[src/rtl/pms_pkg.sv]
// Shared types for the pooled map serializer: FSM state encoding and pointer sizing.
package pms_pkg;

    typedef enum logic {
        COLLECT = 1'b0,
        DRAIN   = 1'b1
    } pms_state_e;

    // Pointers must be able to hold Depth itself, which marks a bank as full.
    function automatic int ptr_width(input int depth);
        return $clog2(depth + 1);
    endfunction

endpackage

[src/rtl/pooled_map_serializer_if.sv]
// Pixel ingress (per-kernel strobes on shared lanes) and serialized map egress.
interface pooled_map_serializer_if #(
    parameter int BitSize            = 32,
    parameter int NumberOfK          = 4,
    parameter int ProcessingElements = 2,
    localparam int CW                = (NumberOfK > 1) ? $clog2(NumberOfK) : 1
);
    logic [NumberOfK-1:0]                   in_valid;
    logic [ProcessingElements*BitSize-1:0]  in_data;
    logic                                   in_ready;
    logic                                   out_valid;
    logic                                   out_ready;
    logic [BitSize-1:0]                     out_data;
    logic [CW-1:0]                          out_channel;
    logic                                   out_last;
    logic                                   out_done;
    logic                                   out_error;

    modport master (
        output in_valid, in_data, out_ready,
        input  in_ready, out_valid, out_data, out_channel, out_last, out_done, out_error
    );

    modport slave (
        input  in_valid, in_data, out_ready,
        output in_ready, out_valid, out_data, out_channel, out_last, out_done, out_error
    );
endinterface

[src/rtl/map_bank.sv]
// One kernel's feature map: write-pointer-addressed storage with an asynchronous read port.
module map_bank
    import pms_pkg::*;
#(
    parameter int BitSize  = 32,
    parameter int Depth    = 4,
    localparam int PW      = ptr_width(Depth),
    localparam int AW      = (Depth > 1) ? $clog2(Depth) : 1
) (
    input  logic               clk,
    input  logic               res,
    input  logic               wr_en,
    input  logic [BitSize-1:0] wr_data,
    input  logic               clr,
    input  logic [AW-1:0]      rd_addr,
    output logic [BitSize-1:0] rd_data,
    output logic               full_next,
    output logic               overflow
);
    logic [BitSize-1:0] mem [Depth];
    logic [PW-1:0]      wr_ptr;
    logic               full;
    logic               wr_ok;

    assign full      = (wr_ptr == PW'(Depth));
    assign wr_ok     = wr_en && !full;
    assign overflow  = wr_en && full;
    // Lets the top leave COLLECT on the same edge as the final write.
    assign full_next = full || (wr_en && (wr_ptr == PW'(Depth - 1)));
    assign rd_data   = mem[rd_addr];

    always_ff @(posedge clk or posedge res) begin
        if (res) begin
            wr_ptr <= '0;
        end else if (clr) begin
            wr_ptr <= '0;
        end else if (wr_ok) begin
            wr_ptr <= wr_ptr + PW'(1);
        end
    end

    // Storage is deliberately not reset; stale maps are overwritten on refill.
    always_ff @(posedge clk) begin
        if (wr_ok) begin
            mem[wr_ptr[AW-1:0]] <= wr_data;
        end
    end
endmodule

[src/rtl/pooled_map_serializer.sv]
// Collects one pooled map per kernel, then streams all maps channel-major, raster order.
//   state   | meaning
//   COLLECT | banks accept per-kernel writes until every bank holds Depth words
//   DRAIN   | banks read out as a valid/ready stream; last transfer returns to COLLECT
module pooled_map_serializer
    import pms_pkg::*;
#(
    parameter int BitSize            = 32,
    parameter int NumberOfK          = 4,
    parameter int ProcessingElements = 2,
    parameter int OutWidth           = 2
) (
    input  logic                     clk,
    input  logic                     res,
    pooled_map_serializer_if.slave   bus
);
    localparam int Depth = OutWidth * OutWidth;
    localparam int PW    = ptr_width(Depth);
    localparam int AW    = (Depth > 1) ? $clog2(Depth) : 1;
    localparam int CW    = (NumberOfK > 1) ? $clog2(NumberOfK) : 1;

    pms_state_e state, state_nxt;

    logic [NumberOfK-1:0] wr_en;
    logic [NumberOfK-1:0] full_next;
    logic [NumberOfK-1:0] overflow;
    logic [BitSize-1:0]   rd_data [NumberOfK];
    logic [PW-1:0]        rd_px;
    logic [CW-1:0]        rd_ch;
    logic                 collect;
    logic                 lane_conflict;
    logic                 xfer;
    logic                 last;
    logic                 done_nxt;
    logic                 done_q;
    logic                 error_q;

    assign collect = (state == COLLECT);
    assign wr_en   = bus.in_valid & {NumberOfK{collect}};
    assign xfer    = !collect && bus.out_ready;
    assign last    = !collect && (rd_ch == CW'(NumberOfK - 1)) && (rd_px == PW'(Depth - 1));

    for (genvar k = 0; k < NumberOfK; k++) begin : g_bank
        map_bank #(
            .BitSize (BitSize),
            .Depth   (Depth)
        ) u_bank (
            .clk       (clk),
            .res       (res),
            .wr_en     (wr_en[k]),
            .wr_data   (bus.in_data[(k % ProcessingElements)*BitSize +: BitSize]),
            .clr       (xfer && last),
            .rd_addr   (rd_px[AW-1:0]),
            .rd_data   (rd_data[k]),
            .full_next (full_next[k]),
            .overflow  (overflow[k])
        );
    end

    // Two strobes on kernels sharing a lane means the producer overlapped them.
    always_comb begin
        lane_conflict = 1'b0;
        for (int i = 0; i < NumberOfK; i++) begin
            for (int j = i + 1; j < NumberOfK; j++) begin
                if (((i % ProcessingElements) == (j % ProcessingElements)) &&
                    bus.in_valid[i] && bus.in_valid[j]) begin
                    lane_conflict = 1'b1;
                end
            end
        end
    end

    always_comb begin
        state_nxt = state;
        done_nxt  = 1'b0;
        case (state)
            COLLECT: if (&full_next) state_nxt = DRAIN;
            DRAIN: begin
                if (xfer && last) begin
                    state_nxt = COLLECT;
                    done_nxt  = 1'b1;
                end
            end
            default: state_nxt = COLLECT;
        endcase
    end

    always_ff @(posedge clk or posedge res) begin
        if (res) begin
            state   <= COLLECT;
            done_q  <= 1'b0;
            error_q <= 1'b0;
        end else begin
            state   <= state_nxt;
            done_q  <= done_nxt;
            error_q <= error_q || (collect && lane_conflict) || (|overflow) ||
                       (!collect && (|bus.in_valid));
        end
    end

    always_ff @(posedge clk or posedge res) begin
        if (res) begin
            rd_px <= '0;
            rd_ch <= '0;
        end else if (xfer && last) begin
            rd_px <= '0;
            rd_ch <= '0;
        end else if (xfer) begin
            if (rd_px == PW'(Depth - 1)) begin
                rd_px <= '0;
                rd_ch <= rd_ch + CW'(1);
            end else begin
                rd_px <= rd_px + PW'(1);
            end
        end
    end

    assign bus.in_ready    = collect;
    assign bus.out_valid   = !collect;
    assign bus.out_data    = collect ? '0 : rd_data[rd_ch];
    assign bus.out_channel = rd_ch;
    assign bus.out_last    = last;
    assign bus.out_done    = done_q;
    assign bus.out_error   = error_q;
endmodule

[src/flat_wrapper.sv]
// flat-port wrapper written by rule: the top's interface ports become plain ports
module pooled_map_serializer_flat import pms_pkg::*;
#(
    parameter int BitSize            = 32,
    parameter int NumberOfK          = 4,
    parameter int ProcessingElements = 2,
    parameter int OutWidth           = 2
)
  (clk, res, bus_in_valid, bus_in_data, bus_out_ready, bus_in_ready, bus_out_valid, bus_out_data, bus_out_channel, bus_out_last, bus_out_done, bus_out_error);
  pooled_map_serializer_if #(.BitSize(BitSize), .NumberOfK(NumberOfK), .ProcessingElements(ProcessingElements)) bus_i ();
  input  logic clk;
  input  logic res;
  input wire logic [$bits(bus_i.in_valid)-1:0] bus_in_valid;
  input wire logic [$bits(bus_i.in_data)-1:0] bus_in_data;
  input wire logic [$bits(bus_i.out_ready)-1:0] bus_out_ready;
  output wire logic [$bits(bus_i.in_ready)-1:0] bus_in_ready;
  output wire logic [$bits(bus_i.out_valid)-1:0] bus_out_valid;
  output wire logic [$bits(bus_i.out_data)-1:0] bus_out_data;
  output wire logic [$bits(bus_i.out_channel)-1:0] bus_out_channel;
  output wire logic [$bits(bus_i.out_last)-1:0] bus_out_last;
  output wire logic [$bits(bus_i.out_done)-1:0] bus_out_done;
  output wire logic [$bits(bus_i.out_error)-1:0] bus_out_error;
  assign bus_i.in_valid = bus_in_valid;
  assign bus_i.in_data = bus_in_data;
  assign bus_i.out_ready = bus_out_ready;
  assign bus_in_ready = bus_i.in_ready;
  assign bus_out_valid = bus_i.out_valid;
  assign bus_out_data = bus_i.out_data;
  assign bus_out_channel = bus_i.out_channel;
  assign bus_out_last = bus_i.out_last;
  assign bus_out_done = bus_i.out_done;
  assign bus_out_error = bus_i.out_error;
  pooled_map_serializer #(.BitSize(BitSize), .NumberOfK(NumberOfK), .ProcessingElements(ProcessingElements), .OutWidth(OutWidth)) u_core (.clk(clk), .res(res), .bus(bus_i));
endmodule
[config.mk]
export PLATFORM = sky130hd
export DESIGN_NAME = pooled_map_serializer_flat
export DESIGN_NICKNAME = d
export VERILOG_FILES = /design/src/rtl/pms_pkg.sv /design/src/rtl/pooled_map_serializer_if.sv /design/src/rtl/map_bank.sv /design/src/rtl/pooled_map_serializer.sv /design/src/flat_wrapper.sv
export SDC_FILE = /design/constraint.sdc
export NUM_CORES = 1
export LEC_CHECK = 0
export CORE_AREA = 3 3 221 223
export DETAILED_ROUTE_END_ITERATION = 6
export DIE_AREA = 0 0 224 226
export PLACE_DENSITY = 0.59
export SYNTH_ARGS = -nofsm -noshare
export SYNTH_HDL_FRONTEND = slang
export SYNTH_SLANG_ARGS = --single-unit
[constraint.sdc]
create_clock -name clk -period 3.58 [get_ports clk]
set_clock_uncertainty 0.2 [all_clocks]
set_input_delay 0.716 -clock clk [delete_from_list [all_inputs] [get_ports clk]]
set_output_delay 0.716 -clock clk [all_outputs]
set_load 0.01 [all_outputs]
# After elaboration in Yosys (flattened, before gate mapping)
# Memories as Yosys holds them, arrays and structs flattened.
# Cells that the tools add are included.
# Widths: inputs -> output; s select.
word_totals:
  reg_bits: 20
  ram_bits: 512
  in_bits: 71
  n_memories: 4
op_classes:
  add_sub_neg: 6
  n_lt_le_gt_ge: 1
  eq_ne: 10
  n_mux: 33
  bitwise: 3
  n_reduce_logical: 41
memory_table:
  columns: ["memory", "words", "width", "read_ports", "rd_clocked_by_memory_dff", "wr", "line_no", "rtl"]
  rows:
  - ["u_core.g_bank[0].u_bank.mem", 4, 32, 1, 0, 1, "map_bank.sv:20", "logic [BitSize-1:0] mem [Depth];"]
  - ["u_core.g_bank[1].u_bank.mem", 4, 32, 1, 0, 1, "map_bank.sv:20", null]
  - ["u_core.g_bank[2].u_bank.mem", 4, 32, 1, 0, 1, "map_bank.sv:20", null]
  - ["u_core.g_bank[3].u_bank.mem", 4, 32, 1, 0, 1, "map_bank.sv:20", null]
ops:
  columns: ["op", "count"]
  rows:
  - ["$mux 32", 3]
  - ["$bmux 32 s2", 1]
  - ["$mux 3", 11]
  - ["$logic_and 1x1->1", 20]
  - ["$add 3x1->3 const B", 5]
  - ["$eq 3x2->1 const B", 5]
  - ["$mux 1", 14]
  - ["$eq 3x3->1 const B", 4]
  - ["$reduce_bool 2->1", 6]
  - ["$reduce_or 4->1", 2]
  - ["$logic_or 1x1->1", 7]
  - ["$mux 2", 3]
  - ["$and 4x4->4", 1]
  - ["$logic_not 1->1", 4]
  - ["$reduce_and 4->1", 1]
  - ["$ge 3x3->1 const B", 1]
  - ["$not 2->3", 1]
  - ["$add 2x1->2 const B", 1]
  - ["$eq 2x2->1 const B", 1]
  - ["$pmux 1 s2", 1]
  - ["$reduce_and 2->1", 1]
  - ["$not 1->1", 1]

# Logic depth before layout (Yosys ltp)
# Gate-level depths: netlist of the first run.
depth:
  word_depth: 7
  depth_mapped: 7
  ltp_nobuf: 6

# By module
# Synthesis of the first run repeated with hierarchy kept, for this count alone.
hier_totals:
  cells_unflattened: 896
  area_unflattened_um2: 21097.7
by_module_without_submodules:
  columns: ["module", "instances", "cells_each", "area_each_um2", "seq_area_each_um2"]
  rows:
  - ["map_bank", 4, 195, 4907.2, 3918.8]
  - ["pooled_map_serializer", 1, 116, 1468.9, 200.2]

# Least setup slack after synthesis of the first run
# Ideal clock, no wire load.
synth_path:
  kind: "input to register"
  start: "in bus_in_valid[0]"
  end: "mem u_core.g_bank[0].u_bank.mem[3][0], enable pin"
  arrival_ns: 2.021
  t_required_ns: 2.988
  slack_ns: 0.967
  cell_stages: 3
  path_buffers: 0
  cell_sequence: "inv_1 -> a211oi_2 -> and2_1"
synth_via:
  elab_chain_cells: 4
synth_rtl:
  columns: ["item", "line_no", "rtl"]
  rows:
  - ["from (decl)", "flat_wrapper.sv:13", "input wire logic [$bits(bus_i.in_valid)-1:0] bus_in_valid;"]
  - ["$and 4x4->4", "pooled_map_serializer.sv:39", "assign wr_en = bus.in_valid & {NumberOfK{collect}};"]
  - ["$logic_and 1x1->1", "map_bank.sv:26", "assign wr_ok = wr_en && !full;"]
  - ["$mux 1", "map_bank.sv:44", "if (wr_ok) begin"]
  - ["$mux 1 (implied by the code)", "map_bank.sv:45", "mem[wr_ptr[AW-1:0]] <= wr_data;"]
  - ["to (decl)", "map_bank.sv:20", null]
# No other way between the ends.

# Final worst setup path of the first run
layout_path:
  start: "reg u_core.rd_px[0]"
  end: "out bus_out_data[31]"
layout_via:
  elab_chain_cells: 5
  word_cells_on_any_way: 8
layout_rtl:
  columns: ["item", "line_no", "rtl"]
  rows:
  - ["from (decl)", "pooled_map_serializer.sv:28", "logic [PW-1:0] rd_px;"]
  - ["from (signal assigned)", "pooled_map_serializer.sv:113", "rd_px <= rd_px + PW'(1);"]
  - ["$mem_v2 4x32", null, null]
  - ["$bmux 32 s2 *", "pooled_map_serializer.sv:120", "assign bus.out_data = collect ? '0 : rd_data[rd_ch];"]
  - ["$mux 32 (implied by the code) * (2 in series)", "pooled_map_serializer.sv:120", null]
  - ["$mux 32 *", "pooled_map_serializer.sv:120", null]
  - ["to (decl)", "flat_wrapper.sv:18", "output wire logic [$bits(bus_i.out_data)-1:0] bus_out_data;"]
# Mark *: on every way between the ends. The rest lies on a longest branch, timed or not. The select of a mux whose other input is x is not followed.

==> results.json, run 1 <==
{
  "grt_max_degree": 39,
  "syn_to_final_growth_pct": 20.3,
  "maxSlewViolCount": 0,
  "grt_pass1_vias": 11400,
  "period_share": 0.969,
  "io_buffer_count": 109,
  "grt_use_total": 0.205,
  "yosys.cell_types.count": 36,
  "period_needed_ns": 3.47,
  "core_area_mm2": 0.0468,
  "relSlewSlack": 0.383,
  "route.detailed.drc": 0,
  "fmax_mhz": 288,
  "drt_wl_total_um": 51500,
  "avgRoutedWirePerCell_um": 25.8,
  "drive_gt1_frac": 0.168,
  "ys_seq_area_frac": 0.752,
  "drt_iter0_drc": 987,
  "grt_pass1_wl_um": 75400,
  "power_density_mw_per_mm2": 778,
  "hold_start": "u_core.bus.out_error$_DFF_PP0_",
  "critPathCaptureType": "output port",
  "yosys_warnings": 0,
  "p_leak_nw": 8.90,
  "htreeDepth": 2,
  "vias": 11200,
  "die_area_mm2": 0.0506,
  "drtPass1Iterations": 7,
  "crit_chain": "buf_12 -> buf_4 -> mux4_2 -> o211ai_1 -> nand2_2 -> clkdlybuf4s15_1",
  "switchingPower_w": 0.00634,
  "cp_max_fo": 6,
  "max_stage_delay_ns": 0.53,
  "dieHeight_um": 226,
  "cts_root_buf": "clkbuf_16",
  "avgSynthCellArea_um2": 18.2,
  "cts.path.max_buffers": 3,
  "cpMaxStageDelayCell": "mux4_2",
  "combPwrFrac": 0.355,
  "hold_viol": 0,
  "worstPathRequired_ns": 2.66,
  "holdPathStages": 2,
  "synth.net_count": 1254,
  "p_int_w": 0.0134,
  "antenna_found_initial": 0,
  "dp_hpwl_um": 29400,
  "fin_ws_ns": 0.111,
  "syn-instance-count": 1161,
  "startpoint_type": "flop",
  "rr_endpoint": "u_core.g_bank[2].u_bank.mem[0][7]$_DFFE_PP_",
  "grt-ovfl-total": 0,
  "worstReg2RegStart": "u_core.g_bank[2].u_bank.wr_ptr[0]$_DFFE_PP0P_",
  "num_io_pins": 110,
  "dp_slack_ns": 0.250,
  "fin_tns_setup_ns": 0,
  "start_util": 0.451,
  "clk_pin_slew_ns": 0.06,
  "max-cap-violations": 0,
  "hold_buffers": 0,
  "rrSetupSlack_ns": 1.01,
  "viasPerCell": 5.61,
  "arrival_ns": 2.55,
  "worst_pin_slew_ns": 0.924,
  "p_clk_frac": 0.262,
  "synth_area_mm2": 0.0211,
  "swShare": 0.321,
  "startpoint": "u_core.rd_px[0]$_DFFE_PP0P_",
  "ant_nets": 0,
  "fill_cells": 3674,
  "cts_tree": "yes",
  "antenna_cells": 0,
  "final-setup-viol-count": 0,
  "worstSkewPairLatency_ns": 0.60,
  "cts_buffers": 54,
  "critical_path_class": "flop to output port",
  "dieWidth_um": 224,
  "ir_drop_uv": 478,
  "rsz0062_at_grt": "no",
  "ys_ff_latch": 532,
  "gp_congestion": 0.730,
  "hold_path_class": "flop to flop",
  "row_count": 79,
  "cts_sinks": 532,
  "holdPathEnd": "u_core.bus.out_error$_DFF_PP0_",
  "r2r_cells": 5,
  "pwr-share-seq": 0.383,
  "status": "finished, final reports clean",
  "layout.nets": 1443
}
stage by stage:
step	hold WS [ns]	total power, W	cell area [um^2]	std cells	util
3_3_place_gp	0.284	0.0144	23400	1882	0.501
4_1_cts	0.306	0.0199	25300	1995	0.542
6_report	0.309	0.0198	25400	1998	0.543
3_5_place_dp	0.283	0.0144	23400	1882	0.501
5_1_grt	0.348	0.0207	25400	1998	0.543
2_1_floorplan	0.271	0.0116	21100	1161	-
layout by cell type, fill, tap and decap left out, types with 10 or more instances in the layout:
master	count
nand2b_1	22
a21oi_1	11
nor2_1	14
clkbuf_16	55
inv_1	16
ha_1	22
dfrtp_1	17
buf_12	27
buf_4	44
clkinv_1	16
mux4_2	30
edfxtp_1	512
nand3_1	30
clkdlybuf4s50_1	77
a22oi_1	94
clkinv_2	10
dlygate4sd2_1	25
mux2i_1	199
o21ai_1	22
clkbuf_1	10
nand2_1	41
state kept, by name (all words and copies together) (netlist names):
| name | flops |
|---|---|
| u_core.bus.out_channel | 2 |
| u_core.bus.out_done | 1 |
| u_core.bus.out_error | 1 |
| u_core.bus.out_valid | 1 |
| u_core.g_bank.u_bank.mem | 512 |
| u_core.g_bank.u_bank.wr_ptr | 12 |
| u_core.rd_px | 3 |
worst max-delay path, delay by kind of cell (launching register included):
kind	cells	cell delay, ns
muxes	1	0.53
and+or+nand+nor	1	0.12
DFF	1	0.49
AOI/OAI and AO/OA	1	0.22
buffers and inverters	3	0.58
area by class of cell:
cell class,instances,area (um^2),area share
sequential,532,15900,0.626
tap,607,759,0.0299
inverter,17,63.8,0.00251
multi-input combinational,550,4850,0.191
clock inverter,33,221,0.00872
clock buffer,64,1390,0.0547
timing repair buffer,195,2220,0.0874
logic make-up after synthesis:
kind of cell    after synthesis  synth area share
xor+xnor                      4           0.00166
flops                       532             0.752
simple gates                137            0.0317
buf+inv                      80            0.0229
mux                         232             0.128
fa+ha+maj                    22            0.0130
compound gates              154            0.0503
cells in the mapped netlist (all sizes together):
cell type	count	area (um^2)
edfxtp	512	15400
mux2i	199	1990
a22oi	97	728
nand2	43	161
buf	40	334
mux4	30	676
nand3	30	150
o21ai	29	145
clkbuf	23	86.3
ha	22	275
nand2b	22	138
dfrtp	20	500
inv	17	63.8
nor2	16	60.1
a21oi	11	55.1
and2	10	62.6
and3	10	62.6
o211ai	8	60.1
xnor2	4	35.0
a211oi	3	27.5
mux2	3	33.8
nor2b	3	18.8
a21o	2	15.0
a31oi	2	12.5
nor3	2	10.0
a2111o	1	11.3
o22ai	1	6.26
or2	1	6.26
how the worst max path moves through the flow:
stage                                                              to  depth (start not counted)
after floorplan           u_core.g_bank[0].u_bank.mem[3][0]$_DFFE_PP_                          3
after global placement                               bus_out_data[16]                          7
after detailed placement                             bus_out_data[16]                          7
after CTS                                             bus_out_data[6]                          6
after global routing                                 bus_out_data[12]                          8
final                                                bus_out_data[31]                          6
per-layer routing:
layer,track usage,part of all wire
met1,0.289,0.44
met2,0.333,0.48
met3,0.0398,0.063
met4,0.0464,0.016
met5,0,0
repair_timing:
item                                    CTS  global route
endpoints found under the setup margin   33            10
setup buffers                            11             2
cloned                                    5             1
pin swaps                                 1             3
resized for setup                        50            15
power groups by stage:
stage | sequential, W | combinational (W) | clock (W)
floorplan | 0.00765 | 0.00399 | 0
global placement | 0.00770 | 0.00665 | 0
detailed placement | 0.00773 | 0.00668 | 0
CTS | 0.00757 | 0.00701 | 0.00528
global route | 0.00761 | 0.00754 | 0.00553
finish | 0.00757 | 0.00700 | 0.00518
(Power assumes the default switching activity.)
==> run 2: changes to the inputs <==
--- a/config.mk
+++ b/config.mk
@@ -9,6 +9,7 @@
 export DETAILED_ROUTE_END_ITERATION = 6
 export DIE_AREA = 0 0 224 226
 export PLACE_DENSITY = 0.59
+export SLEW_MARGIN = 30
 export SYNTH_ARGS = -nofsm -noshare
 export SYNTH_HDL_FRONTEND = slang
 export SYNTH_SLANG_ARGS = --single-unit
==> results of run 2 <==
The final DEF is identical to that of run 1; final timing and power are the same.
==> run 3: changes to the inputs <==
==> constraint.sdc (replaced) <==
create_clock -name clk -period 3.88 [get_ports clk]
set_clock_uncertainty 0.2 [all_clocks]
set_input_delay 0.776 -clock clk [delete_from_list [all_inputs] [get_ports clk]]
set_output_delay 0.776 -clock clk [all_outputs]
set_load 0.01 [all_outputs]
==> results.json, run 3 (synthesis results as in run 1) <==
{
  "dieHeight_um": 226,
  "viasPerCell": 5.58,
  "dieWidth_um": 224,
  "hold_viol": 0,
  "largest_register_ffs": 512,
  "cts_root_buf": "clkbuf_16",
  "critPathCaptureType": "output port",
  "row_count": 79,
  "worstPathRequired_ns": 2.90,
  "fin_tns_setup_ns": 0,
  "fill_cells": 3728,
  "regArea_mm2": 0.0159,
  "period_needed_ns": 3.76,
  "final_common_cell": "edfxtp_1",
  "ir_drop_uv": 457,
  "power_density_mw_per_mm2": 721,
  "startpoint_type": "flop",
  "core_area_mm2": 0.0468,
  "cts_buffers": 54,
  "fin_ws_ns": 0.115,
  "cts.path.max_buffers": 3,
  "status": "finished, final reports clean",
  "r2r_cells": 6,
  "crit_chain": "buf_6 -> buf_8 -> mux4_2 -> o211ai_1 -> nand2_1 -> clkdlybuf4s50_1",
  "rrSetupSlack_ns": 1.34,
  "start_util": 0.451,
  "cts_sinks": 532,
  "endpoint": "bus_out_data[26]",
  "antenna_found_initial": 3,
  "io_buffer_count": 109,
  "clk_pin_slew_ns": 0.06,
  "max_stage_delay_ns": 0.55,
  "cpMaxStageDelayCell": "mux4_2",
  "drive_gt1_frac": 0.156,
  "grt_max_degree": 35,
  "worstSkewPairLatency_ns": 0.59,
  "final-setup-viol-count": 0,
  "critical_path_class": "flop to output port",
  "period_share": 0.970,
  "startpoint": "u_core.rd_px[0]$_DFFE_PP0P_",
  "layout_common_cells": "512 x edfxtp_1, 199 x mux2i_1, 96 x clkdlybuf4s50_1",
  "max-cap-violations": 0,
  "hold_buffers": 0,
  "grt_pass1_wl_um": 75000,
  "grt-ovfl-total": 0,
  "layout.nets": 1428,
  "drt_wl_total_um": 50900,
  "grt_pass1_vias": 11500,
  "grt_use_total": 0.203,
  "placed_area_mm2": 0.0232,
  "ant_nets": 0,
  "vias": 11100,
  "drt_iter0_drc": 960,
  "maxSlewViolCount": 0,
  "num_io_pins": 110,
  "p_leak_nw": 8.79,
  "fin_area_mm2": 0.0251,
  "fin_util": 0.537,
  "avgRoutedWirePerCell_um": 25.6,
  "dp_slack_ns": 0.461,
  "hold_path_class": "flop to flop",
  "htreeDepth": 2,
  "arrival_ns": 2.79,
  "syn_to_final_growth_pct": 19.0,
  "cts_tree": "yes",
  "worstReg2RegStart": "u_core.g_bank[3].u_bank.wr_ptr[0]$_DFFE_PP0P_",
  "route.detailed.drc": 0,
  "drtPass1Iterations": 6,
  "worst_pin_slew_ns": 0.908,
  "fmax_mhz": 266,
  "relSlewSlack": 0.394,
  "cp_max_fo": 12,
  "die_area_mm2": 0.0506,
  "dp_hpwl_um": 29000,
  "gp_congestion": 0.736,
  "rr_endpoint": "u_core.g_bank[3].u_bank.mem[1][21]$_DFFE_PP_",
  "rsz0062_at_grt": "no",
  "multi_input_area_mm2": 0.00484
}
==> run 3: cell types whose count changed in the layout (fill, tap and decap cells not counted), moves of 3 or more <==
cell	before	now
clkbuf_2	3	0
dlygate4sd2_1	25	4
buf_6	7	11
clkbuf_1	10	7
bufbuf_16	4	0
buf_12	27	13
diode_2	0	3
dlymetal6s2s_1	0	9
clkdlybuf4s50_1	77	96
clkdlybuf4s15_1	4	0
==> run 3: where the power goes <==
| part | leakage (nW) | internal (W) | switching [W] | total, W |
|---|---|---|---|---|
| combinational | 3.11 | 0.00273 | 0.00344 | 0.00616 |
| clock | 0.820 | 0.00284 | 0.00210 | 0.00493 |
| sequential | 4.85 | 0.00681 | 0.000208 | 0.00702 |
| total | 8.79 | 0.0124 | 0.00574 | 0.0181 |
==> run 3: layout make-up <==
cell class	instances	share of cell area
clock inverters	34	0.0105
multi-input cells	550	0.193
flip-flops and latches	532	0.632
repair buffers	180	0.0753
clock buffers	62	0.0559
inverters	17	0.00254
diodes	3	0.000299
well taps	607	0.0302
==> run 3: timing repair <==
item | 4_1_cts | 5_1_grt
setup buffers | 6 | 3
resized for setup | 15 | 29
cloned | 1 | 1
endpoints found under the setup margin | 32 | 23
pin swaps | 1 | 0
==> run 3: routing by layer <==
layer / wire length [um] / global-route usage / up-vias
met5: 0 / 0 / -
met4: 1150 / 0.0640 / 0
met3: 2640 / 0.0344 / 75
met2: 24500 / 0.329 / 313
met1: 22600 / 0.283 / 5719
li1: - / - / 4966
==> run 3: how the worst min path moves through the flow <==
stage | start | endpoint | cells after the start
final | u_core.rd_px[2]$_DFFE_PP0P_ | u_core.rd_px[2]$_DFFE_PP0P_ | 2
after global routing | u_core.rd_px[2]$_DFFE_PP0P_ | u_core.rd_px[2]$_DFFE_PP0P_ | 2
after floorplan | u_core.rd_px[2]$_DFFE_PP0P_ | u_core.rd_px[2]$_DFFE_PP0P_ | 2
after global placement | u_core.rd_px[2]$_DFFE_PP0P_ | u_core.rd_px[2]$_DFFE_PP0P_ | 2
after detailed placement | u_core.bus.out_error$_DFF_PP0_ | u_core.bus.out_error$_DFF_PP0_ | 2
after CTS | u_core.rd_px[2]$_DFFE_PP0P_ | u_core.rd_px[2]$_DFFE_PP0P_ | 2
==> run 3: critical path: cells and delay by family (launching register included) <==
kind	cells	cell delay (ns)
buffers and inverters	3	0.87
multiplexers	1	0.55
flip-flops	1	0.48
AO/OA/AOI/OAI	1	0.17
AND/OR/NAND/NOR	1	0.12
==> run 3: through the flow <==
step / hold slack [ns] / power, W / instances
floorplan: 0.271 / 0.0107 / 1161
global placement: 0.281 / 0.0131 / 1875
detailed placement: 0.285 / 0.0131 / 1875
CTS: 0.297 / 0.0182 / 1978
global route: 0.326 / 0.0190 / 1982
finish: 0.303 / 0.0181 / 1985
